$ cat src/rtl/cpu_sequencer_pkg.sv
// seq_pkg: shared definitions for the multi-cycle RV32I control sequencer.
//   state_e    : 3-bit state encoding, also visible on the state output
//   OP_*       : RV32I major opcodes the sequencer recognises
//   op_class_e : 3-bit instruction class
//   op_classify: maps instruction[6:0] to its class
package seq_pkg;

  typedef enum logic [2:0] {
    S_IDLE   = 3'd0,
    S_FETCH  = 3'd1,
    S_DECODE = 3'd2,
    S_EXEC   = 3'd3,
    S_MEM    = 3'd4,
    S_WB     = 3'd5,
    S_HALT   = 3'd6,
    S_FAULT  = 3'd7
  } state_e;

  localparam logic [6:0] OP_LOAD   = 7'b0000011;
  localparam logic [6:0] OP_STORE  = 7'b0100011;
  localparam logic [6:0] OP_BRANCH = 7'b1100011;
  localparam logic [6:0] OP_JAL    = 7'b1101111;
  localparam logic [6:0] OP_JALR   = 7'b1100111;
  localparam logic [6:0] OP_REG    = 7'b0110011;
  localparam logic [6:0] OP_IMM    = 7'b0010011;
  localparam logic [6:0] OP_LUI    = 7'b0110111;
  localparam logic [6:0] OP_AUIPC  = 7'b0010111;
  localparam logic [6:0] OP_SYSTEM = 7'b1110011;

  // Timeout counter width; covers MEM_TIMEOUT up to 255.
  localparam int unsigned TMO_W = 8;

  typedef enum logic [2:0] {
    OC_ALU     = 3'd0,
    OC_LOAD    = 3'd1,
    OC_STORE   = 3'd2,
    OC_BRANCH  = 3'd3,
    OC_JUMP    = 3'd4,
    OC_SYSTEM  = 3'd5,
    OC_ILLEGAL = 3'd6
  } op_class_e;

  function automatic op_class_e op_classify(input logic [6:0] op);
    op_class_e cls;
    case (op)
      OP_REG, OP_IMM, OP_LUI, OP_AUIPC: cls = OC_ALU;
      OP_LOAD:                          cls = OC_LOAD;
      OP_STORE:                         cls = OC_STORE;
      OP_BRANCH:                        cls = OC_BRANCH;
      OP_JAL, OP_JALR:                  cls = OC_JUMP;
      OP_SYSTEM:                        cls = OC_SYSTEM;
      default:                          cls = OC_ILLEGAL;
    endcase
    return cls;
  endfunction

endpackage

$ cat src/rtl/cpu_sequencer_if.sv
// cpu_sequencer_if: control bundle between the sequencer and the datapath/memory.
//   master modport: sequencer side (drives strobes, requests, state, fault)
//   slave  modport: datapath/memory side (drives run, opcode, mem_ready)
// With SEQ_PERF_CNT_EN defined the bundle also carries cycle_cnt/instret_cnt.
interface cpu_sequencer_if;
  logic       run;
  logic [6:0] opcode;
  logic       mem_ready;
  logic       imem_req;
  logic       ir_we;
  logic       dmem_req;
  logic       pc_we;
  logic       reg_we;
  logic       branch_en;
  logic [2:0] state;
  logic       fault;
`ifdef SEQ_PERF_CNT_EN
  logic [31:0] cycle_cnt;
  logic [31:0] instret_cnt;

  modport master (
    input  run, opcode, mem_ready,
    output imem_req, ir_we, dmem_req, pc_we, reg_we, branch_en, state, fault,
    output cycle_cnt, instret_cnt
  );
  modport slave (
    output run, opcode, mem_ready,
    input  imem_req, ir_we, dmem_req, pc_we, reg_we, branch_en, state, fault,
    input  cycle_cnt, instret_cnt
  );
`else
  modport master (
    input  run, opcode, mem_ready,
    output imem_req, ir_we, dmem_req, pc_we, reg_we, branch_en, state, fault
  );
  modport slave (
    output run, opcode, mem_ready,
    input  imem_req, ir_we, dmem_req, pc_we, reg_we, branch_en, state, fault
  );
`endif
endinterface

$ cat src/rtl/cpu_sequencer_timeout_cnt.sv
// seq_timeout_cnt: memory-wait watchdog.
//   clk, rst  : clock, synchronous active-high reset
//   active    : sequencer is in a memory-wait state (FETCH or MEM)
//   mem_ready : memory access completes this cycle
//   expired   : MEM_TIMEOUT wait cycles have elapsed and memory is still not ready
// The count is held at zero outside the wait states, so every entry starts at 0.
module seq_timeout_cnt
  import seq_pkg::*;
#(
  parameter int unsigned MEM_TIMEOUT = 15
) (
  input  logic clk,
  input  logic rst,
  input  logic active,
  input  logic mem_ready,
  output logic expired
);

  localparam logic [TMO_W-1:0] LIMIT = TMO_W'(MEM_TIMEOUT);

  logic [TMO_W-1:0] count_q;
  logic [TMO_W-1:0] count_d;

  always_comb begin
    count_d = count_q;
    if (!active) begin
      count_d = '0;
    end else if (!mem_ready && (count_q != LIMIT)) begin
      count_d = count_q + TMO_W'(1);
    end
  end

  // mem_ready in the limit cycle takes priority over the timeout.
  always_comb begin
    expired = active && !mem_ready && (count_q == LIMIT);
  end

  always_ff @(posedge clk) begin
    if (rst) begin
      count_q <= '0;
    end else begin
      count_q <= count_d;
    end
  end

endmodule

$ cat src/rtl/cpu_sequencer.sv
// cpu_sequencer: multi-cycle FETCH/DECODE/EXEC/MEM/WB control for the RV32I
// datapath. Issues IR/PC/register-file strobes and memory requests, halts on a
// system opcode, faults on an illegal opcode or a memory-wait timeout.
//   clk, rst  : clock, synchronous active-high reset
//   bus       : cpu_sequencer_if.master (run/opcode/mem_ready in, strobes out)
//   MEM_TIMEOUT : wait cycles tolerated before faulting (1..255)
// Define SEQ_PERF_CNT_EN to add the cycle_cnt/instret_cnt performance counters.
module cpu_sequencer
  import seq_pkg::*;
#(
  parameter int unsigned MEM_TIMEOUT = 15
) (
  input  logic                  clk,
  input  logic                  rst,
  cpu_sequencer_if.master       bus
);

  state_e    state_q;
  state_e    state_d;
  op_class_e cls;
  logic      tmo_active;
  logic      tmo_expired;

  assign cls        = op_classify(bus.opcode);
  assign tmo_active = (state_q == S_FETCH) || (state_q == S_MEM);

  seq_timeout_cnt #(
    .MEM_TIMEOUT(MEM_TIMEOUT)
  ) u_timeout (
    .clk      (clk),
    .rst      (rst),
    .active   (tmo_active),
    .mem_ready(bus.mem_ready),
    .expired  (tmo_expired)
  );

  always_ff @(posedge clk) begin
    if (rst) begin
      state_q <= S_IDLE;
    end else begin
      state_q <= state_d;
    end
  end

  always_comb begin
    state_e retire_state;
    retire_state = bus.run ? S_FETCH : S_IDLE;
    state_d      = state_q;
    case (state_q)
      S_IDLE:   if (bus.run) state_d = S_FETCH;
      S_FETCH: begin
        if (bus.mem_ready)    state_d = S_DECODE;
        else if (tmo_expired) state_d = S_FAULT;
      end
      S_DECODE: begin
        case (cls)
          OC_SYSTEM:  state_d = S_HALT;
          OC_ILLEGAL: state_d = S_FAULT;
          default:    state_d = S_EXEC;
        endcase
      end
      S_EXEC: begin
        case (cls)
          OC_LOAD, OC_STORE: state_d = S_MEM;
          OC_BRANCH:         state_d = retire_state;
          default:           state_d = S_WB;
        endcase
      end
      S_MEM: begin
        if (bus.mem_ready)    state_d = (cls == OC_LOAD) ? S_WB : retire_state;
        else if (tmo_expired) state_d = S_FAULT;
      end
      S_WB:     state_d = retire_state;
      default:  state_d = state_q;
    endcase
  end

  // Strobes are suppressed in the reset cycle; fault reflects the state register.
  always_comb begin
    bus.imem_req  = 1'b0;
    bus.ir_we     = 1'b0;
    bus.dmem_req  = 1'b0;
    bus.pc_we     = 1'b0;
    bus.reg_we    = 1'b0;
    bus.branch_en = 1'b0;
    bus.fault     = (state_q == S_FAULT);
    bus.state     = state_q;
    if (!rst) begin
      case (state_q)
        S_FETCH: begin
          bus.imem_req = 1'b1;
          bus.ir_we    = bus.mem_ready;
        end
        S_EXEC: begin
          bus.pc_we     = (cls == OC_BRANCH);
          bus.branch_en = (cls == OC_BRANCH);
        end
        S_MEM: begin
          bus.dmem_req = 1'b1;
          bus.pc_we    = bus.mem_ready && (cls == OC_STORE);
        end
        S_WB: begin
          bus.reg_we = 1'b1;
          bus.pc_we  = 1'b1;
        end
        default: ;
      endcase
    end
  end

`ifdef SEQ_PERF_CNT_EN
  logic [31:0] cycle_cnt_q, cycle_cnt_d;
  logic [31:0] instret_cnt_q, instret_cnt_d;

  always_comb begin
    cycle_cnt_d   = cycle_cnt_q;
    instret_cnt_d = instret_cnt_q;
    if (!((state_q == S_IDLE) || (state_q == S_HALT) || (state_q == S_FAULT))) begin
      cycle_cnt_d = cycle_cnt_q + 32'd1;
    end
    if (bus.pc_we) begin
      instret_cnt_d = instret_cnt_q + 32'd1;
    end
  end

  always_ff @(posedge clk) begin
    if (rst) begin
      cycle_cnt_q   <= '0;
      instret_cnt_q <= '0;
    end else begin
      cycle_cnt_q   <= cycle_cnt_d;
      instret_cnt_q <= instret_cnt_d;
    end
  end

  assign bus.cycle_cnt   = cycle_cnt_q;
  assign bus.instret_cnt = instret_cnt_q;
`endif

endmodule

$ cat src/flat_wrapper.sv
// flat-port wrapper written by rule: the top's interface ports become plain ports
module cpu_sequencer_flat import seq_pkg::*;
#(
  parameter int unsigned MEM_TIMEOUT = 15
)
  (clk, rst, bus_run, bus_opcode, bus_mem_ready, bus_imem_req, bus_ir_we, bus_dmem_req, bus_pc_we, bus_reg_we, bus_branch_en, bus_state, bus_fault);
  cpu_sequencer_if bus_i ();
  input  logic clk;
  input  logic rst;
  input wire logic [$bits(bus_i.run)-1:0] bus_run;
  input wire logic [$bits(bus_i.opcode)-1:0] bus_opcode;
  input wire logic [$bits(bus_i.mem_ready)-1:0] bus_mem_ready;
  output wire logic [$bits(bus_i.imem_req)-1:0] bus_imem_req;
  output wire logic [$bits(bus_i.ir_we)-1:0] bus_ir_we;
  output wire logic [$bits(bus_i.dmem_req)-1:0] bus_dmem_req;
  output wire logic [$bits(bus_i.pc_we)-1:0] bus_pc_we;
  output wire logic [$bits(bus_i.reg_we)-1:0] bus_reg_we;
  output wire logic [$bits(bus_i.branch_en)-1:0] bus_branch_en;
  output wire logic [$bits(bus_i.state)-1:0] bus_state;
  output wire logic [$bits(bus_i.fault)-1:0] bus_fault;
  assign bus_i.run = bus_run;
  assign bus_i.opcode = bus_opcode;
  assign bus_i.mem_ready = bus_mem_ready;
  assign bus_imem_req = bus_i.imem_req;
  assign bus_ir_we = bus_i.ir_we;
  assign bus_dmem_req = bus_i.dmem_req;
  assign bus_pc_we = bus_i.pc_we;
  assign bus_reg_we = bus_i.reg_we;
  assign bus_branch_en = bus_i.branch_en;
  assign bus_state = bus_i.state;
  assign bus_fault = bus_i.fault;
  cpu_sequencer #(.MEM_TIMEOUT(MEM_TIMEOUT)) u_core (.clk(clk), .rst(rst), .bus(bus_i));
endmodule
$ cat config.mk
export PLATFORM = sky130hd
export DESIGN_NAME = cpu_sequencer_flat
export DESIGN_NICKNAME = d
export VERILOG_FILES = /design/src/rtl/cpu_sequencer_pkg.sv /design/src/rtl/cpu_sequencer_if.sv /design/src/rtl/cpu_sequencer_timeout_cnt.sv /design/src/rtl/cpu_sequencer.sv /design/src/flat_wrapper.sv
export SDC_FILE = /design/constraint.sdc
export NUM_CORES = 1
export LEC_CHECK = 0
export BUFFER_PORTS_ARGS = -buffer_cell sky130_fd_sc_hd__buf_2
export CAP_MARGIN = 0
export CORE_MARGIN = 4
export CORE_UTILIZATION = 35
export CTS_CLUSTER_SIZE = 25
export DETAILED_ROUTE_END_ITERATION = 6
export PLACE_DENSITY = 0.67
export SYNTH_ARGS = -nofsm -noshare
export SYNTH_HDL_FRONTEND = slang
export SYNTH_SLANG_ARGS = --single-unit
$ cat constraint.sdc
create_clock -name clk -period 2.2 [get_ports clk]
set_input_delay 0.11 -clock clk [delete_from_list [all_inputs] [get_ports clk]]
set_output_delay 0.11 -clock clk [all_outputs]
set_load 0.005 [all_outputs]
==> impl_metrics.json, run 1 <==
{
  "p_sw_w": 0.000144,
  "multi_input_area_um2": 520,
  "seq_area_um2": 220,
  "vias": 812,
  "cp-startpoint": "u_core.bus.state[1]$_SDFFE_PP0P_",
  "die_height_um": 54.8,
  "async_reset_ff_share_pct": 0,
  "die-area_um2": 3000,
  "cts_hold_buf": 0,
  "clock_sinks": 11,
  "min_period_ns": 1.79,
  "power-per-cell-area_nw_per_um2": 501,
  "power.leakage_nw": 0.369,
  "hold_depth": 2,
  "p_int_w": 0.000311,
  "synth_fp_nets": 113,
  "layout.cells.non_filler": 148,
  "ir_drop_mv": 0.362,
  "fmax_mhz": 557,
  "cts_buffers": 3,
  "grt_max_degree": 18,
  "drt_wl_total_um": 1840,
  "syn_area_per_cell_um2": 7.59,
  "diodes": 0,
  "drc": 0,
  "dpl_cell_area_um2": 882,
  "track_usage_pct": 12.7,
  "grt-ovfl-total": 0,
  "cts_buffer_depth": 2,
  "endpoint": "bus_pc_we",
  "antenna_found_initial": 0,
  "final_common_cell": "buf_2",
  "area_growth_pct": 18.6,
  "clkPwrFrac_pct": 31.4,
  "syn_area_um2": 767,
  "ant_nets": 0,
  "setup_tns_ns": 0,
  "ys.flop_type": "dfxtp_1",
  "final_area_um2": 910,
  "syn-instance-count": 101,
  "seqPwrFrac_pct": 49.4,
  "crit_path_start_kind": "flip-flop",
  "maxSlewViolCount": 0,
  "initial_core_util_pct": 37.9,
  "worstRegToRegCells": 4,
  "cts.clk_slew.worst_paths_ns": 0.08,
  "rsz0062_at_grt": "no",
  "yosysSeqAreaShare_pct": 28.7,
  "port_buffers": 20,
  "ioPinCount": 21,
  "grt_pass1_wl_um": 2810,
  "cp.arrival_ns": 1.68,
  "worst_pin_slew_ns": 0.568,
  "hpwl_um": 1340,
  "coreArea_um2": 2020,
  "gp_congestion": 0.811,
  "combPwrFrac_pct": 19.2,
  "synth.top_cells.by_area": "dfxtp_1, nor2_1, nand4_1",
  "required_ns": 2.09,
  "cts_tree": "done",
  "layout-drive-gt1-share_pct": 22.3,
  "dpl.cell_count": 144,
  "worstReg2RegStart": "u_core.bus.state[2]$_SDFFE_PP0P_",
  "cap_violations": 0,
  "yosys_warnings": 0,
  "timing.final.ws_setup_ns": 0.406,
  "period_share_pct": 81.5,
  "insertion_delay_ns": 0.27,
  "row_count": 16,
  "drtIter0Drc": 15,
  "hold_path.class": "input pin to flip-flop",
  "first_pass_iters": 4,
  "setup-violations-final": 0,
  "grt_pass1_vias": 678,
  "outcome": "complete, no violations",
  "cp_max_fo": 12,
  "synth_seq_cells": 11,
  "yosysUniqueCellTypes": 35,
  "synth_edf_count": 0,
  "via_per_inst": 5.49,
  "wire_per_inst_um": 12.4,
  "nFillCells": 227,
  "nets": 134,
  "relSlewSlack_pct": 61.8,
  "layout_common_cells": "buf_2, nor2_1, dfxtp_1, nand4_1, nand2_1",
  "post_cts_buffers": 0,
  "finClkSkew_ns": 0.000934,
  "r2r_setup_slack_ns": 0.53,
  "hold_viol": 0,
  "die_x_um": 54.8,
  "switching_share_pct": 31.7,
  "timing.rr.end": "u_core.bus.state[0]$_SDFFE_PP0P_",
  "post-place-ws_ns": 0.547,
  "ctsHtreeMaxLevel": 1,
  "cp-end-kind": "primary output",
  "synth_top_area_share_pct": 28.7,
  "root_buffer": "clkbuf_4",
  "path_class": "flip-flop to primary output",
  "synth_top_area_cell": "dfxtp_1",
  "cts_resized": 0
}
-- flip-flops by register name (all words and copies together), names as in the netlist --
signal                    flops
u_core.bus.state              3
u_core.u_timeout.count_q      8
-- logic make-up after synthesis --
group | Yosys count | share of synthesized area (%)
AND/OR/NAND/NOR | 56 | 39.0
AO/OA/AOI/OAI | 19 | 17.9
flip-flops | 11 | 28.7
XOR/XNOR | 7 | 7.99
buffers and inverters | 6 | 3.43
multiplexers | 1 | 1.31
adder cells (fa/ha/maj) | 1 | 1.63
-- power by group through the flow --
stage               clock network, W  registers, W  logic (W)
global placement                   0      0.000228  0.0000859
floorplan                          0      0.000217  0.0000660
detailed placement                 0      0.000229  0.0000867
finish                      0.000143      0.000225  0.0000875
CTS                         0.000149      0.000224  0.0000874
global route                0.000159      0.000227  0.0000994
-- metal layers --
metal	global-route usage (%)	share of wire, %	vias up
met5	0	0	-
met3	4.09	5.4	0
met2	19.7	46	19
met4	2.49	0	0
met1	17.0	49	378
li1	-	-	415
-- Yosys cell counts, drive strengths merged, types with 2 or more instances --
| library cell | n |
|---|---|
| o21ai | 4 |
| nor2 | 14 |
| nor4 | 3 |
| nor3 | 6 |
| and2 | 3 |
| and3 | 5 |
| a21oi | 4 |
| nand2 | 7 |
| o32ai | 2 |
| nor2b | 3 |
| inv | 2 |
| xor2 | 5 |
| dfxtp | 11 |
| buf | 3 |
| a31oi | 2 |
| o31a | 2 |
| nand2b | 2 |
| xnor2 | 2 |
| nand4 | 7 |
-- final cells by class --
cell class,instances,area share (%)
clock buffers,3,2.48
multi-input cells,84,57.2
flip-flops and latches,11,24.2
well taps,27,3.71
clock inverters,1,0.550
inverters,2,0.825
repair buffers,20,11.0
-- metrics by stage --
| stage | util [%] | power, W | hold slack (ns) |
|---|---|---|---|
| after floorplan | - | 0.000283 | 0.330 |
| after global placement | 43.6 | 0.000314 | 0.395 |
| after detailed placement | 43.6 | 0.000316 | 0.392 |
| after CTS | 45.0 | 0.000461 | 0.0954 |
| after global routing | 45.0 | 0.000485 | 0.115 |
| final | 45.0 | 0.000455 | 0.111 |
-- how the worst min path moves through the flow --
stage / startpoint / end / slack [ns]
floorplan: bus_mem_ready / bus_ir_we / 0.33
global placement: rst / u_core.bus.state[1]$_SDFFE_PP0P_ / 0.40
detailed placement: rst / u_core.bus.state[1]$_SDFFE_PP0P_ / 0.39
CTS: rst / u_core.bus.state[1]$_SDFFE_PP0P_ / 0.1
global route: rst / u_core.bus.state[1]$_SDFFE_PP0P_ / 0.12
finish: rst / u_core.bus.state[1]$_SDFFE_PP0P_ / 0.11
-- worst max-delay path: stages (launching register included) --
cell and delay (ns):
dfxtp_1 0.56, nand4_1 0.21, o31a_1 0.35, nor3_1 0.15
buf_2 0.14
(Power assumes the default switching activity.)
==> run 2, diff against run 1 <==
--- a/config.mk
+++ b/config.mk
@@ -11,7 +11,7 @@
 export CORE_UTILIZATION = 35
 export CTS_CLUSTER_SIZE = 25
 export DETAILED_ROUTE_END_ITERATION = 6
-export PLACE_DENSITY = 0.67
+export PLACE_DENSITY = 0.69
 export SYNTH_ARGS = -nofsm -noshare
 export SYNTH_HDL_FRONTEND = slang
 export SYNTH_SLANG_ARGS = --single-unit
==> constraint.sdc (replaced) <==
create_clock -name clk -period 1.5 [get_ports clk]
set_input_delay 0.075 -clock clk [delete_from_list [all_inputs] [get_ports clk]]
set_output_delay 0.075 -clock clk [all_outputs]
set_load 0.005 [all_outputs]
==> impl_metrics.json, run 2 (synthesized netlist as in run 1, its figures left out) <==
{
  "clock_sinks": 11,
  "required_ns": 1.66,
  "via_per_inst": 5.41,
  "violations": "negative setup slack",
  "rsz0062_at_grt": "yes",
  "cp-end-kind": "flip-flop",
  "outcome": "finished with violations",
  "path_class": "flip-flop to flip-flop",
  "relSlewSlack_pct": 74.2,
  "ctsHtreeMaxLevel": 1,
  "grt_pass1_vias": 859,
  "worst_pin_slew_ns": 0.384,
  "min_period_ns": 1.51,
  "ant_nets": 0,
  "initial_core_util_pct": 37.9,
  "drt_wl_total_um": 2350,
  "grt_pass1_wl_um": 3830,
  "coreArea_um2": 2020,
  "track_usage_pct": 18.0,
  "crit_path_start_kind": "flip-flop",
  "cts.clk_slew.worst_paths_ns": 0.07,
  "path_delay_family": "simple AND/OR/NAND/NOR gates",
  "layout_common_cells": "buf_4, buf_2, nor2_1, nand4_1, nand2_1",
  "grt-ovfl-total": 0,
  "whs_ns": 0.104,
  "finClkSkew_ns": 0.00572,
  "die-area_um2": 3000,
  "cp.arrival_ns": 1.67,
  "power.leakage_nw": 0.505,
  "layout-drive-gt1-share_pct": 44.2,
  "hold_path.class": "input pin to flip-flop",
  "drtIter0Drc": 26,
  "drc": 0,
  "ioPinCount": 21,
  "root_buffer": "clkbuf_4",
  "utilization_pct": 57.7,
  "largest_reg_flops": 8,
  "die_x_um": 54.8,
  "hpwl_um": 1670,
  "cts_buffer_depth": 2,
  "cts_hold_buf": 0,
  "dpl.cell_count": 166,
  "die_height_um": 54.8,
  "fmax_mhz": 661,
  "cts_tree": "done",
  "area_growth_pct": 52.0,
  "vias": 941,
  "cp_num_buf_inv": 0,
  "cp_slowest_cell": "or4_4",
  "maxSlewViolCount": 0,
  "cts_buffers": 3,
  "insertion_delay_ns": 0.28,
  "final_common_cell": "buf_4",
  "power-per-cell-area_nw_per_um2": 624,
  "critPathMaxStageDelay_ns": 0.51,
  "gp_congestion": 0.863,
  "ir_drop_mv": 0.498,
  "wire_per_inst_um": 13.5,
  "grt_max_degree": 10,
  "period_share_pct": 101,
  "antenna_found_initial": 0,
  "row_count": 16,
  "diodes": 0,
  "nets": 160,
  "first_pass_iters": 4,
  "path_cells": "or4_4 -> o211ai_2 -> a211oi_2 -> or3_1",
  "hold_viol": 0,
  "regMostFlops": "u_core.u_timeout.count_q",
  "layout.cells.non_filler": 174,
  "port_buffers": 20,
  "cap_violations": 0,
  "setup-violations-final": 1,
  "cp_max_fo": 2,
  "timing.final.ws_setup_ns": -0.0131
}
[run 2: cell count changes in the layout (fill, tap and decap cells not counted), moves of 2 or more]
| cell | previous run | this run |
|---|---|---|
| buf_4 | 0 | 25 |
| dfxtp_1 | 11 | 6 |
| dfxtp_2 | 0 | 3 |
| dfxtp_4 | 0 | 2 |
| nor3_1 | 6 | 3 |
| nor3_2 | 0 | 3 |
| nor4_1 | 3 | 1 |
| nor4_2 | 0 | 2 |
[run 2: where the power goes]
| part | total [W] | switching (W) | internal (W) | leakage, nW |
|---|---|---|---|---|
| clock | 0.000208 | 0.000105 | 0.000103 | 0.0150 |
| sequential | 0.000316 | 0.0000129 | 0.000303 | 0.0919 |
| combinational | 0.000204 | 0.000109 | 0.0000951 | 0.398 |
[run 2: per-layer routing]
layer / global-route usage [%] / up-vias / wire length [µm]
met5: 0 / - / 0
met4: 9.54 / 0 / 68
met3: 3.54 / 7 / 150
met2: 28.7 / 37 / 1150
met1: 22.4 / 428 / 987
li1: - / 469 / -
[run 2: path summary, 6_finish.rpt]
kind	slack, ns	start	cells after the start	end
max reg2reg	-0.01	u_core.bus.state[2]$_SDFFE_PP0P_	4	u_core.bus.state[0]$_SDFFE_PP0P_
max	-0.01	u_core.bus.state[2]$_SDFFE_PP0P_	4	u_core.bus.state[0]$_SDFFE_PP0P_
min reg2reg	0.54	u_core.u_timeout.count_q[4]$_SDFFE_PP0P_	2	u_core.u_timeout.count_q[4]$_SDFFE_PP0P_
min	0.10	rst	2	u_core.bus.state[1]$_SDFFE_PP0P_
[run 2: area by class of cell]
cell class | count | area, µm²
fill | 194 | 856
multi-input combinational | 84 | 568
timing repair buffer | 46 | 299
sequential | 11 | 231
tap | 27 | 33.8
clock buffer | 4 | 26.3
inverter | 2 | 7.51
[run 2: worst reg2reg max path: cells and delay by family (launching register included)]
family	cells	cell delay, ns
AND/OR/NAND/NOR	2	0.89
AO/OA/AOI/OAI	2	0.17
flip-flops	1	0.34
[run 2: repair_timing]
item / CTS / global route
setup endpoints to repair: 5 / 14
setup buffers: 3 / 1
pin swaps: 0 / 8
resized for setup: 6 / 12
[run 2: per-stage QoR]
stage / total power [W] / instance area (µm²) / setup TNS [ns] / setup WS, ns
6_report: 0.000728 / 1170 / -0.0131 / -0.0131
5_1_grt: 0.000782 / 1170 / -0.127 / -0.0523
4_1_cts: 0.000720 / 1110 / -0.00531 / -0.00531
3_5_place_dp: 0.000501 / 1050 / -0.147 / -0.0688
3_3_place_gp: 0.000496 / 1050 / -0.0428 / -0.0224
2_1_floorplan: 0.000415 / 767 / 0 / 0.00713
==> run 3, diff against run 2 <==
--- a/config.mk
+++ b/config.mk
@@ -11,7 +11,7 @@
 export CORE_UTILIZATION = 35
 export CTS_CLUSTER_SIZE = 25
 export DETAILED_ROUTE_END_ITERATION = 6
-export PLACE_DENSITY = 0.69
+export PLACE_DENSITY = 0.67
 export SYNTH_ARGS = -nofsm -noshare
 export SYNTH_HDL_FRONTEND = slang
 export SYNTH_SLANG_ARGS = --single-unit
==> constraint.sdc (replaced) <==
create_clock -name clk -period 1.7 [get_ports clk]
set_input_delay 0.085 -clock clk [delete_from_list [all_inputs] [get_ports clk]]
set_output_delay 0.085 -clock clk [all_outputs]
set_load 0.005 [all_outputs]
==> impl_metrics.json, run 3 (synthesized netlist as in run 1, its figures left out) <==
{
  "insertion_delay_ns": 0.27,
  "cts_buffer_depth": 2,
  "grt-ovfl-total": 0,
  "cp.arrival_ns": 1.50,
  "first_pass_iters": 4,
  "required_ns": 1.62,
  "power-per-cell-area_nw_per_um2": 612,
  "die_height_um": 54.8,
  "drtIter0Drc": 20,
  "cts_hold_buf": 0,
  "path_class": "flip-flop to primary output",
  "diodes": 0,
  "rsz0062_at_grt": "no",
  "setup-violations-final": 0,
  "initial_core_util_pct": 37.9,
  "final_area_um2": 982,
  "track_usage_pct": 14.7,
  "die-area_um2": 3000,
  "relSlewSlack_pct": 73.6,
  "grt_max_degree": 13,
  "setup_tns_ns": 0,
  "hold_start": "rst",
  "grt_pass1_wl_um": 3180,
  "timing.rr.end": "u_core.bus.state[0]$_SDFFE_PP0P_",
  "layout_common_cells": "buf_2, nor2_1, dfxtp_1",
  "finClkSkew_ns": 0.00720,
  "cts_buffers": 3,
  "clock_sinks": 11,
  "gp_congestion": 0.875,
  "min_period_ns": 1.58,
  "power.leakage_nw": 0.406,
  "coreArea_um2": 2020,
  "row_count": 16,
  "utilization_pct": 48.6,
  "final_common_cell": "buf_2",
  "maxSlewViolCount": 0,
  "cts_tree": "done",
  "root_buffer": "clkbuf_4",
  "ctsHtreeMaxLevel": 1,
  "period_share_pct": 93.0,
  "largest_reg_flops": 8,
  "hold_depth": 2,
  "hpwl_um": 1580,
  "hold_viol": 0,
  "whs_endpoint": "u_core.bus.state[1]$_SDFFE_PP0P_",
  "worstRegToRegCells": 5,
  "post_cts_buffers": 0,
  "cp_max_fo": 10,
  "ioPinCount": 21,
  "ir_drop_mv": 0.509,
  "fmax_mhz": 633,
  "cts.clk_slew.worst_paths_ns": 0.07,
  "drc": 0,
  "outcome": "complete, no violations",
  "via_per_inst": 5.41,
  "crit_path_start_kind": "flip-flop",
  "wire_per_inst_um": 13.4,
  "port_buffers": 20,
  "finalPower_w": 0.000601,
  "layout-drive-gt1-share_pct": 28.9,
  "nets": 141,
  "r2r_setup_slack_ns": 0.14,
  "grt_pass1_vias": 796,
  "dpl_cell_area_um2": 935,
  "vias": 838,
  "cp-end-kind": "primary output",
  "regMostFlops": "u_core.u_timeout.count_q",
  "worst_pin_slew_ns": 0.392,
  "cap_violations": 0,
  "ant_nets": 0,
  "drt_wl_total_um": 2080,
  "hold_path.class": "input pin to flip-flop",
  "area_growth_pct": 28.1,
  "antenna_found_initial": 0,
  "worstReg2RegStart": "u_core.u_timeout.count_q[1]$_SDFFE_PP0P_",
  "die_x_um": 54.8
}
## run 3: metrics by stage
stage,cells,hold WS [ns],setup WS [ns]
after floorplan,101,0.280,0.207
after global placement,151,0.366,0.107
after detailed placement,151,0.362,0.0974
after CTS,155,0.0631,0.0622
after global routing,155,0.0920,0.0243
final,155,0.0723,0.119
## run 3: worst max-delay path by stage
| stage | cells past startpoint | endpoint | slack [ns] | start |
|---|---|---|---|---|
| 3_3_place_gp | 6 | u_core.bus.state[0]$_SDFFE_PP0P_ | 0.11 | bus_opcode[2] |
| 4_1_cts | 5 | bus_ir_we | 0.06 | u_core.bus.state[0]$_SDFFE_PP0P_ |
| 2_1_floorplan | 5 | u_core.bus.state[0]$_SDFFE_PP0P_ | 0.21 | u_core.bus.state[1]$_SDFFE_PP0P_ |
| 6_report | 5 | bus_pc_we | 0.12 | u_core.bus.state[2]$_SDFFE_PP0P_ |
| 5_1_grt | 5 | bus_pc_we | 0.02 | u_core.bus.state[2]$_SDFFE_PP0P_ |
| 3_5_place_dp | 6 | u_core.bus.state[0]$_SDFFE_PP0P_ | 0.1 | bus_opcode[2] |
## run 3: report_power, final
| part | total (W) | internal, W | leakage (nW) | switching (W) |
|---|---|---|---|---|
| Clock | 0.000175 | 0.0000908 | 0.0150 | 0.0000841 |
| Combinational | 0.000141 | 0.0000636 | 0.300 | 0.0000771 |
| Sequential | 0.000286 | 0.000267 | 0.0906 | 0.0000184 |
## run 3: area by class of cell
cell class | instances | area, µm²
Timing Repair Buffer | 27 | 153
Tap cell | 27 | 33.8
Inverter | 2 | 7.51
Clock buffer | 4 | 26.3
Multi-Input combinational cell | 84 | 536
Fill cell | 207 | 1040
Sequential cell | 11 | 226
## run 3: timing repair
action,4_1_cts,5_1_grt
setup endpoints to repair,1,8
resized for setup,1,5
hold endpoints to repair,0,0
## run 3: worst max-delay path, stage by stage, from the launching register on
cell,delay [ns]
dfxtp_2,0.37
buf_4,0.17
nand2_1,0.07
o31a_1,0.28
nor3_1,0.20
buf_2,0.15
## run 3: routing by layer
| layer | routed length [µm] | up-vias | global-route usage [%] |
|---|---|---|---|
| li1 | - | 429 | - |
| met1 | 811 | 376 | 15.8 |
| met2 | 1080 | 29 | 27.0 |
| met3 | 170 | 4 | 3.54 |
| met4 | 20 | 0 | 5.81 |
| met5 | 0 | - | 0 |
